==> config.mk <==
export PLATFORM = sky130hd
export DESIGN_NAME = branch_predictor
export DESIGN_NICKNAME = d
export VERILOG_FILES = /design/src/rtl/datapath_types_pkg.sv /design/src/rtl/bp_sat_counter.sv /design/src/rtl/branch_predictor.sv
export SDC_FILE = /design/constraint.sdc
export NUM_CORES = 1
export LEC_CHECK = 0
export ABC_AREA = 0
export ABC_CLOCK_PERIOD_IN_PS = 10480
export CORE_UTILIZATION = 40
export DETAILED_ROUTE_END_ITERATION = 10
export PLACE_DENSITY_LB_ADDON = 0.25
export SYNTH_ARGS = -nofsm -noshare
export SYNTH_HDL_FRONTEND = slang
export SYNTH_SLANG_ARGS = --single-unit
==> constraint.sdc <==
create_clock -name CLK -period 10.48 [get_ports CLK]
set_input_delay 3.144 -clock CLK [delete_from_list [all_inputs] [get_ports CLK]]
set_output_delay 3.144 -clock CLK [all_outputs]
set_load 0.02 [all_outputs]
==> src/rtl/datapath_types_pkg.sv <==
// Shared fetch-stage datapath types: branch direction counter encoding and the
// branch target buffer entry layout.
package datapath_types_pkg;

  localparam int BP_DEFAULT_ENTRIES = 8;
  // Tag field holds pc[31:IDX_W+2] for the default table size.
  localparam int BP_TAG_W = 32 - $clog2(BP_DEFAULT_ENTRIES) - 2;

  typedef enum logic [1:0] {
    SNT = 2'b00,
    WNT = 2'b01,
    WT  = 2'b10,
    ST  = 2'b11
  } bp_ctr_t;

  typedef struct packed {
    logic                valid;
    logic [BP_TAG_W-1:0] tag;
    logic [31:0]         target;
    bp_ctr_t             ctr;
  } btb_entry_t;

endpackage

==> src/rtl/bp_sat_counter.sv <==
// Next-state logic for a 2-bit saturating branch direction counter.
// Moves one step toward ST on taken, toward SNT on not-taken, never wraps.
module bp_sat_counter
  import datapath_types_pkg::*;
(
  input  bp_ctr_t ctr,
  input  logic    taken,
  output bp_ctr_t ctr_next
);

  always_comb begin
    ctr_next = ctr;
    unique case (ctr)
      SNT:     ctr_next = taken ? WNT : SNT;
      WNT:     ctr_next = taken ? WT  : SNT;
      WT:      ctr_next = taken ? ST  : WNT;
      ST:      ctr_next = taken ? ST  : WT;
      default: ctr_next = ctr;
    endcase
  end

endmodule

==> src/rtl/branch_predictor.sv <==
// Direct-mapped BTB with 2-bit direction counters for the fetch stage.
// Define BRANCH_PRED_STATS_EN to build the resolved-branch/mispredict counters.
module branch_predictor
  import datapath_types_pkg::*;
#(
  parameter  int ENTRIES = 8,
  localparam int IDX_W   = $clog2(ENTRIES)
) (
  input  logic        CLK,
  input  logic        RST,
  input  logic [31:0] fetch_pc,
  output logic        pred_control,
  output logic [31:0] pred_branch,
  input  logic        upd_valid,
  input  logic [31:0] upd_pc,
  input  logic        upd_taken,
  input  logic [31:0] upd_target,
  input  logic        upd_mispredict,
  output logic [31:0] stat_branches,
  output logic [31:0] stat_mispredicts
);

  // The update port is a one-cycle strobe with no valid/ready handshake: every
  // cycle with upd_valid=1 is exactly one resolved branch and is always accepted.

  function automatic logic [IDX_W-1:0] idx_of(input logic [31:0] pc);
    return pc[IDX_W+1:2];
  endfunction

  // Tables smaller than the default keep only the low BP_TAG_W tag bits.
  function automatic logic [BP_TAG_W-1:0] tag_of(input logic [31:0] pc);
    return BP_TAG_W'(pc[31:IDX_W+2]);
  endfunction

  btb_entry_t table_q [ENTRIES];

  btb_entry_t       rd_entry;
  logic             rd_hit;
  btb_entry_t       up_entry;
  logic             up_hit;
  logic [IDX_W-1:0] up_idx;
  bp_ctr_t          up_ctr_next;

  // Lookup reads the registered table, so a same-cycle update is not visible.
  assign rd_entry     = table_q[idx_of(fetch_pc)];
  assign rd_hit       = rd_entry.valid && (rd_entry.tag == tag_of(fetch_pc));
  assign pred_control = !RST && rd_hit && rd_entry.ctr[1];
  assign pred_branch  = pred_control ? rd_entry.target : 32'd0;

  assign up_idx   = idx_of(upd_pc);
  assign up_entry = table_q[up_idx];
  assign up_hit   = up_entry.valid && (up_entry.tag == tag_of(upd_pc));

  bp_sat_counter u_sat_counter (
    .ctr      (up_entry.ctr),
    .taken    (upd_taken),
    .ctr_next (up_ctr_next)
  );

  always_ff @(posedge CLK) begin
    if (RST) begin
      for (int i = 0; i < ENTRIES; i++) begin
        table_q[i] <= '{valid: 1'b0, tag: '0, target: 32'd0, ctr: WNT};
      end
    end else if (upd_valid) begin
      if (up_hit) begin
        table_q[up_idx].ctr <= up_ctr_next;
        if (upd_taken) begin
          table_q[up_idx].target <= upd_target;
        end
      end else if (upd_taken) begin
        // Taken miss evicts whatever occupies the slot.
        table_q[up_idx] <= '{valid: 1'b1, tag: tag_of(upd_pc), target: upd_target, ctr: WT};
      end
    end
  end

`ifdef BRANCH_PRED_STATS_EN
  logic [31:0] branches_q;
  logic [31:0] mispredicts_q;

  always_ff @(posedge CLK) begin
    if (RST) begin
      branches_q    <= 32'd0;
      mispredicts_q <= 32'd0;
    end else if (upd_valid) begin
      branches_q <= branches_q + 32'd1;
      if (upd_mispredict) begin
        mispredicts_q <= mispredicts_q + 32'd1;
      end
    end
  end

  assign stat_branches    = branches_q;
  assign stat_mispredicts = mispredicts_q;
`else
  assign stat_branches    = 32'd0;
  assign stat_mispredicts = 32'd0;
`endif

  // Word-aligned fetch: the byte offset bits never select anything.
  logic unused_bits;
  assign unused_bits = ^{fetch_pc[1:0], upd_pc[1:0], upd_mispredict};

endmodule

==> metrics, run 1 <==
Final TNS setup 0 ps; max_cap viols 0; Top Registers table_q (496); CTS Root Cell clkbuf_16; IO Count 198; post-cts hold buffer count 0; Comb pwr share 10.1%; Tightest Pin Transition 1130 ps; Leak 10.3 nW; simple-gate portion of the synthesized area 14.5%; Clock power frac about two fifths; Seq pwr share 49.1%; largest cells by area after synthesis edfxtp_1 (58%), mux4_2 (13%), and2_1 (12%), mux2i_1 (3.9%), buf_4 (2.1%); post-route core utilization 46.9%; crit path DAT 6960 ps; Slew Limit Fails 0; post-synthesis register bit count 496; gr usage total 21.2%; Clock Latency Late Sink 620 ps; Synth area leader edfxtp_1; Clock Skew 42.3 ps; post-synthesis sequential area ratio roughly three fifths; HP Class flop to flop; fmax between 90 and 100 MHz; compound-gate portion of the synthesized area 2.52%; Synth top cells by count edfxtp_1 (488), and2_1 (474), mux4_2 (149); WL/cell 24.9 um; placed instance count approximately 2600; Worst Path Max Fanout 37; fin crit period 10110 ps; Num CTS Buffers 54; DR vias/cell 5.47; clock-pin slew on the worst setup and hold paths 60 ps; Mean Syn Cell Area 14.7 um2; mux cell area share after synthesis 18.7%; Ys Warns 0; Largest Register table_q; fin crit share 96.4%; Synth top area share 58.3%; Starting DRT DRC Count about 1300; layout cells sized above 1 18.8%; initial antenna violation count 10; area of the multi-input gates 9780 um2; Pwr Density between 150 and 200 nW/um2; row cnt 91; post-route setup slack 373 ps; Bufs on Longest Clock Path 3; via count 14700; Die Span Y 253 um; CTS sink cnt 496; Final Power 0.00476 W; Distinct cells, synth 45; dpl ws 384 ps; largest net degree at the start of global routing 52; relative slew slack 24.1%; FILL cells 5449; first-pass GRT wire length 98.1 mm; RSZ-0062 raised after global routing no; die width 253 um; Mapped Area 25100 um2; port bufs 128; die area ~64000 um2; XOR/XNOR Fraction of Synth Area 1.53%; Startpoint Class input port; most common cell in the netlist edfxtp_1; Initial Util 40.6%; crit end category primary output; number of remaining DRC errors 0; core area 61900 um2; GRT overflow 0; net switching power roughly 0.0011 W; EDFF count, synth 488; register area approximately 15000 um2; Final Setup Violations 0; Post-CTS Resized 0; max FFs per register 496; largest family of logic cells by synthesized area multiplexers; 1st-pass router iterations 5; ys flop type edfxtp_1; CTS H-tree lvls 2; adder-cell share of the synthesized area 0%; post-DP HPWL 39.1 mm; run status completed; Layout Nets 1914; routability cong. about 0.85; Fin. Hold Viols 0; Async SR Flop Fraction 0%; Routed WL 67.2 mm; maximum vdd ir drop 0.000131 V; CP Class input port to primary output; Int Power roughly 0.0036 W; Post-CTS Setup Bufs 0; synthesis-to-layout area growth 15.6%; Post-Syn Instances 1705; sw frac 23.6%; CP Data Required Time 7340 ps; Final Non-Filler Cells 2696; vias in the first global route 15200; TritonCTS clock tree built; ANT nets after route 0
-- power by group through the flow --
| stage | Combinational [W] | Sequential (W) | Clock [W] |
|---|---|---|---|
| 2_1_floorplan | 0.000322 | 0.00236 | 0 |
| 3_3_place_gp | 0.000476 | 0.00237 | 0 |
| 3_5_place_dp | 0.000481 | 0.00238 | 0 |
| 4_1_cts | 0.000483 | 0.00233 | 0.00197 |
| 5_1_grt | 0.000509 | 0.00235 | 0.00204 |
| 6_report | 0.000479 | 0.00233 | 0.00195 |
-- worst paths after layout --
path	start	end	slack, ps	depth (start not counted)
worst min register to register	table_q[0][61]	table_q[0][61]	490	1
worst max register to register	table_q[0][53]	table_q[1][54]	6560	9
worst min-delay path	table_q[0][61]	table_q[0][61]	490	1
worst max-delay path	fetch_pc[3]	pred_branch[2]	370	12
-- cell type report --
type / instances / share of cell area (%)
diodes: 3 / 0.0258
clock buffers: 68 / 5.04
clock inverters: 31 / 1.20
inverters: 3 / 0.0387
multi-input cells: 1089 / 33.6
flip-flops and latches: 496 / 50.9
well taps: 837 / 3.60
repair buffers: 169 / 5.52
-- stage by stage --
step / instance area, um2 / hold WS (ps)
after global placement: 27300 / 460
after CTS: 29100 / 482
after floorplan: 25400 / 444
after detailed placement: 27300 / 467
after global routing: 29100 / 503
final: 29100 / 486
-- logic make-up after synthesis --
kind of cell,Yosys count
other,1
xor gates and xnor gates,44
and+or+nand+nor,612
muxes,279
DFF,496
AOI/OAI and AO/OA,90
buffers and inverters,183
-- cells in the final DEF, fill, tap and decap left out, types with 14 or more instances in the layout --
cell type	Yosys	layout
edfxtp_1	488	488
and2_1	474	474
mux4_2	149	149
clkdlybuf4s50_1	0	122
mux2i_1	97	97
conb_1	1	64
clkbuf_16	0	55
buf_4	69	42
nor2_1	56	41
xor2_1	33	33
mux2_2	33	33
o22ai_1	24	24
nand3_1	15	15
nand2_1	22	14
clkinv_1	0	14
-- worst max-delay path, cell delays in order --
cell and delay (ps):
buf_6 380, buf_4 330, mux4_2 320, mux2i_1 270
xnor2_1 100, nor4_1 420, buf_4 200, nand4_1 100
or4_1 560, buf_4 260, nor2_1 170, clkdlybuf4s50_1 610
-- per-layer routing --
layer  routed length [um]  GRT usage, %  vias to the layer above  share of wire [%]
li1                     -             -                     6474                  -
met1                28200          28.2                     7603                 42
met2                32800          35.2                      523                 49
met3                 4320          3.71                      122                6.4
met4                 1900          6.60                       12                2.8
met5                   80             0                        -               0.12
(Power assumes the default switching activity.)
==> run 2: changes to the inputs <==
--- a/config.mk
+++ b/config.mk
@@ -10,6 +10,7 @@
 export CORE_UTILIZATION = 40
 export DETAILED_ROUTE_END_ITERATION = 10
 export PLACE_DENSITY_LB_ADDON = 0.25
+export RECOVER_POWER = 50
 export SYNTH_ARGS = -nofsm -noshare
 export SYNTH_HDL_FRONTEND = slang
 export SYNTH_SLANG_ARGS = --single-unit
==> metrics, run 2 (synthesis gave the netlist of run 1 again) <==
Largest Register table_q; most frequent cells in the layout edfxtp_1 (488), and2_1 (339), mux4_2 (149); fin crit period 10070 ps; synthesis-to-layout area growth 15.4%; run status finished, violations left; Post-CTS Setup Bufs 0; routability cong. about 0.85; CTS sink cnt 496; Clock Skew 42.4 ps; Die Span Y 253 um; clock-pin slew on the worst setup and hold paths ~60 ps; number of remaining DRC errors 0; max FFs per register 496; r2r worst-path depth 9; Post-CTS Resized 0; CTS Root Cell clkbuf_16; commonest non-fill, non-tap cell in the layout edfxtp_1; layout cells sized above 1 17.5%; gr usage total 21.2%; CP Class input port to primary output; RSZ-0062 raised after global routing no; placed cell areas 27300 um2; Routed WL 67.3 mm; Fin. Hold Viols 0; crit path DAT 6920 ps; Pwr Density 164 nW/um2; port bufs ~130; post-cts hold buffer count 0; Worst Path Max Fanout 37; Leak 10.1 nW; GRT overflow 0; post-DP HPWL slightly below 40 mm; die width 253 um; Startpoint Class input port; TritonCTS clock tree built; Hold Crit Depth 1; first-pass GRT wire length around 100 mm; maximum vdd ir drop 0.000130 V; Bufs on Longest Clock Path 3; CP Data Required Time 7340 ps; Top Registers table_q (496); die area 63900 um2; CTS H-tree lvls 2; Clock Latency Late Sink 620 ps; Num CTS Buffers between 50 and 60; Starting DRT DRC Count 1252; Tightest Pin Transition 2620 ps; DR vias/cell 5.47; IO Count 198; via count approximately 15000; violated checks max-capacitance violations, max-slew violations; core area ~62000 um2; Final Setup Violations 0; initial antenna violation count 10; Final TNS setup 0 ps; largest net degree at the start of global routing 52; Slew Limit Fails slightly below 400; 1st-pass router iterations 5; vias in the first global route 15200; Layout Nets around 1900; fin crit share 96.1%; ANT nets after route 0; HP Class flop to flop; fmax 99.3 MHz; max_cap viols 12; crit end category primary output; Initial Util between 40% and 50%; relative slew slack -74.5%; Design Area, Final 29000 um2; row cnt 91; WL/cell 25.0 um
-- run 2: cell count changes in the layout (fill, tap and decap cells not counted), moves of 8 or more --
cell and delta:
buf_4 -10, clkbuf_1 +10, and2_1 -135, and2_0 +135, nand2_1 +8, nand2_2 -8
-- run 2: worst paths after layout --
path,from,slack [ps],endpoint
max reg2reg,table_q[7][46],6570,table_q[1][54]
min,table_q[0][61],480,table_q[0][61]
max,fetch_pc[3],410,pred_branch[2]
min reg2reg,table_q[0][61],480,table_q[0][61]
-- run 2: area by class of cell --
type / count / area (um2)
flip-flops and latches: 496 / 14800
fillers: 5465 / 32900
diodes: 4 / 10.0
well taps: 837 / 1050
clock inverters: 31 / 348
multi-input cells: 1089 / 9740
clock buffers: 68 / 1470
repair buffers: 169 / 1570
inverters: 3 / 11.3
-- run 2: worst max-delay path, cell delays in order --
cell and delay [ps]:
buf_6 380, buf_4 330, mux4_2 330, mux2i_1 250, xnor2_1 100, nor4_1 410
buf_4 200, nand4_1 100, or4_1 560, buf_4 260, nor2_1 170, clkdlybuf4s50_1 610
-- run 2: power by group --
| group | total (W) | switching (W) | internal [W] |
|---|---|---|---|
| logic | 0.000478 | 0.000271 | 0.000207 |
| registers | 0.00234 | 0.0000414 | 0.00229 |
| clock network | 0.00195 | 0.000810 | 0.00114 |
-- run 2: through the flow --
stage / util (%) / cells / hold slack [ps] / setup WS [ps] / power [W]
final: 46.8 / 2697 / 482 / 413 / 0.00476
after global routing: 46.8 / 2695 / 503 / 208 / 0.00490
after CTS: 46.9 / 2693 / 482 / 379 / 0.00479
after detailed placement: 44.0 / 2594 / 467 / 384 / 0.00286
after global placement: 44.0 / 2594 / 460 / 466 / 0.00284
after floorplan: - / 1768 / 444 / 968 / 0.00268
-- run 2: layer usage --
layer	up-vias	part of all wire, %	GRT usage [%]	routed length (um)
li1	6481	-	-	-
met1	7608	42	28.2	28100
met2	544	48	35.2	32600
met3	121	6.8	3.71	4600
met4	12	2.8	6.60	1910
met5	-	0.11	0	77
==> run 3: changes to the inputs <==
--- a/config.mk
+++ b/config.mk
@@ -7,10 +7,12 @@
 export LEC_CHECK = 0
 export ABC_AREA = 0
 export ABC_CLOCK_PERIOD_IN_PS = 10480
+export CORE_MARGIN = 2
 export CORE_UTILIZATION = 40
 export DETAILED_ROUTE_END_ITERATION = 10
 export PLACE_DENSITY_LB_ADDON = 0.25
 export RECOVER_POWER = 50
+export REMOVE_ABC_BUFFERS = 1
 export SYNTH_ARGS = -nofsm -noshare
 export SYNTH_HDL_FRONTEND = slang
 export SYNTH_SLANG_ARGS = --single-unit
==> metrics, run 3 (synthesis gave the netlist of run 1 again) <==
run status finished, violations left; violated checks max-capacitance violations, max-slew violations; synthesis-to-layout area growth 15.2%; clock-pin slew on the worst setup and hold paths around 60 ps; Startpoint Class input port; initial antenna violation count 6; vias in the first global route 14900; die area 64900 um2; Clock Skew 31.9 ps; TritonCTS clock tree built; worst stage delay on the critical path between 600 and 700 ps; largest net degree at the start of global routing 46; first-pass GRT wire length 97.1 mm; Reg2Reg Setup Slack 6540 ps; Hold Crit Depth 1; RSZ-0062 raised after global routing no; CP Class input port to primary output; Die Span Y 255 um; Tightest Pin Transition 3350 ps; ANT nets after route 0; most frequent cells in the layout edfxtp_1 (488), and2_1 (311), and2_0 (165); IO Count around 200; commonest non-fill, non-tap cell in the layout edfxtp_1; die width 255 um; relative slew slack -124%; FILL cells 5422; crit end category primary output; Worst Path Max Fanout 33; Routed WL 66.5 mm; Final Setup Violations 0; Reg-to-Reg End table_q[5][38]; placed cell areas 27200 um2; Top Registers table_q (496); WL/cell 24.7 um; routability cong. 0.785; critical-path cell list clkbuf_8 -> buf_12 -> mux4_2 -> mux2i_1 -> xnor2_1 -> nor4_1 -> nand4_1 -> or4_1 -> buf_4 -> nor2_1 -> clkdlybuf4s50_1; via count between 10000 and 15000; Post-CTS Resized 0; CTS sink cnt 496; max FFs per register 496; number of remaining DRC errors 0; register area 14800 um2; slowest CP cell clkdlybuf4s50_1; post-route setup slack 362 ps; GRT overflow 0; layout cells sized above 1 18.2%; post-DP HPWL 38.0 mm; CTS Root Cell clkbuf_16; hold path start table_q[7][61]; Num CTS Buffers 55; DR vias/cell 5.43; Fin. Hold Viols 0; Hold Path Sink table_q[7][61]; Pwr Density 164 nW/um2; r2r worst-path depth 10; HP Class flop to flop; Layout Nets 1912; Slew Limit Fails 555; gr usage total 20.5%; area of the multi-input gates 9710 um2; 1st-pass router iterations 5; core area 61900 um2; port bufs 128; Worst R2R Start table_q[7][53]; post-cts hold buffer count 0; row cnt 91; dpl ws around 410 ps; Largest Register table_q; Leak ~10 nW; maximum vdd ir drop 0.000120 V; CP Data Required Time around 7300 ps; fin crit period between 10000 and 15000 ps; Bufs on Longest Clock Path 3; crit path DAT 6970 ps; fmax 98.8 MHz; max_cap viols 17; Clock Latency Late Sink 620 ps; CTS H-tree lvls 2; Design Area, Final approximately 29000 um2; Final TNS setup 0 ps; Post-CTS Setup Bufs 0; Starting DRT DRC Count 1281; fin crit share a little over nine tenths; Initial Util 40.6%
run 3: cell count changes in the layout (fill, tap and decap cells not counted), sizes merged:
cell / change
buf: +1
bufinv: -1
clkbuf: -6
clkdlybuf4s50: -1
clkinv: +7
clkinvlp: +1
diode: -2
dlygate4sd3: +1
run 3: worst max path at each step:
stage | start | to | slack, ps | cells after the start
CTS | fetch_pc[2] | pred_branch[27] | 390 | 11
floorplan | fetch_pc[2] | pred_branch[0] | 1810 | 8
global route | fetch_pc[2] | pred_branch[23] | 200 | 11
global placement | fetch_pc[2] | pred_branch[10] | 400 | 11
finish | fetch_pc[2] | pred_branch[27] | 360 | 11
detailed placement | fetch_pc[2] | pred_branch[27] | 410 | 11
run 3: critical path: cells and delay by family:
| kind | cells | cell delay [ps] |
|---|---|---|
| mux | 2 | 700 |
| buf+inv | 4 | 1450 |
| xor+xnor | 1 | 150 |
| simple gates | 4 | 1390 |
run 3: per-stage QoR:
stage,cells,hold WS (ps),power (W),utilization [%]
3_5_place_dp,2591,475,0.00285,44.0
4_1_cts,2695,489,0.00478,46.9
2_1_floorplan,1588,444,0.00262,-
3_3_place_gp,2591,469,0.00284,44.0
6_report,2697,491,0.00475,46.8
5_1_grt,2697,504,0.00490,46.8
run 3: layer usage:
layer	vias up	global-route usage (%)	part of all wire [%]	routed length, um
li1	6464	-	-	-
met3	75	2.79	6.4	4250
met5	-	0	0.038	25
met2	545	34.5	50	33200
met1	7552	28.5	42	28100
met4	4	4.59	1.4	943
run 3: cell type report:
type	instances	share of cell area (%)
Clock buffer	66	5.07
Sequential cell	496	51.1
Inverter	3	0.0389
Timing Repair Buffer	166	5.35
Multi-Input combinational cell	1089	33.5
Clock inverter	38	1.24
Antenna cell	2	0.0173
Tap cell	837	3.62
run 3: report_power, final:
group	switching, W	internal [W]	total, W
clock network	0.000814	0.00113	0.00194
registers	0.0000411	0.00230	0.00234
logic	0.000264	0.000204	0.000468
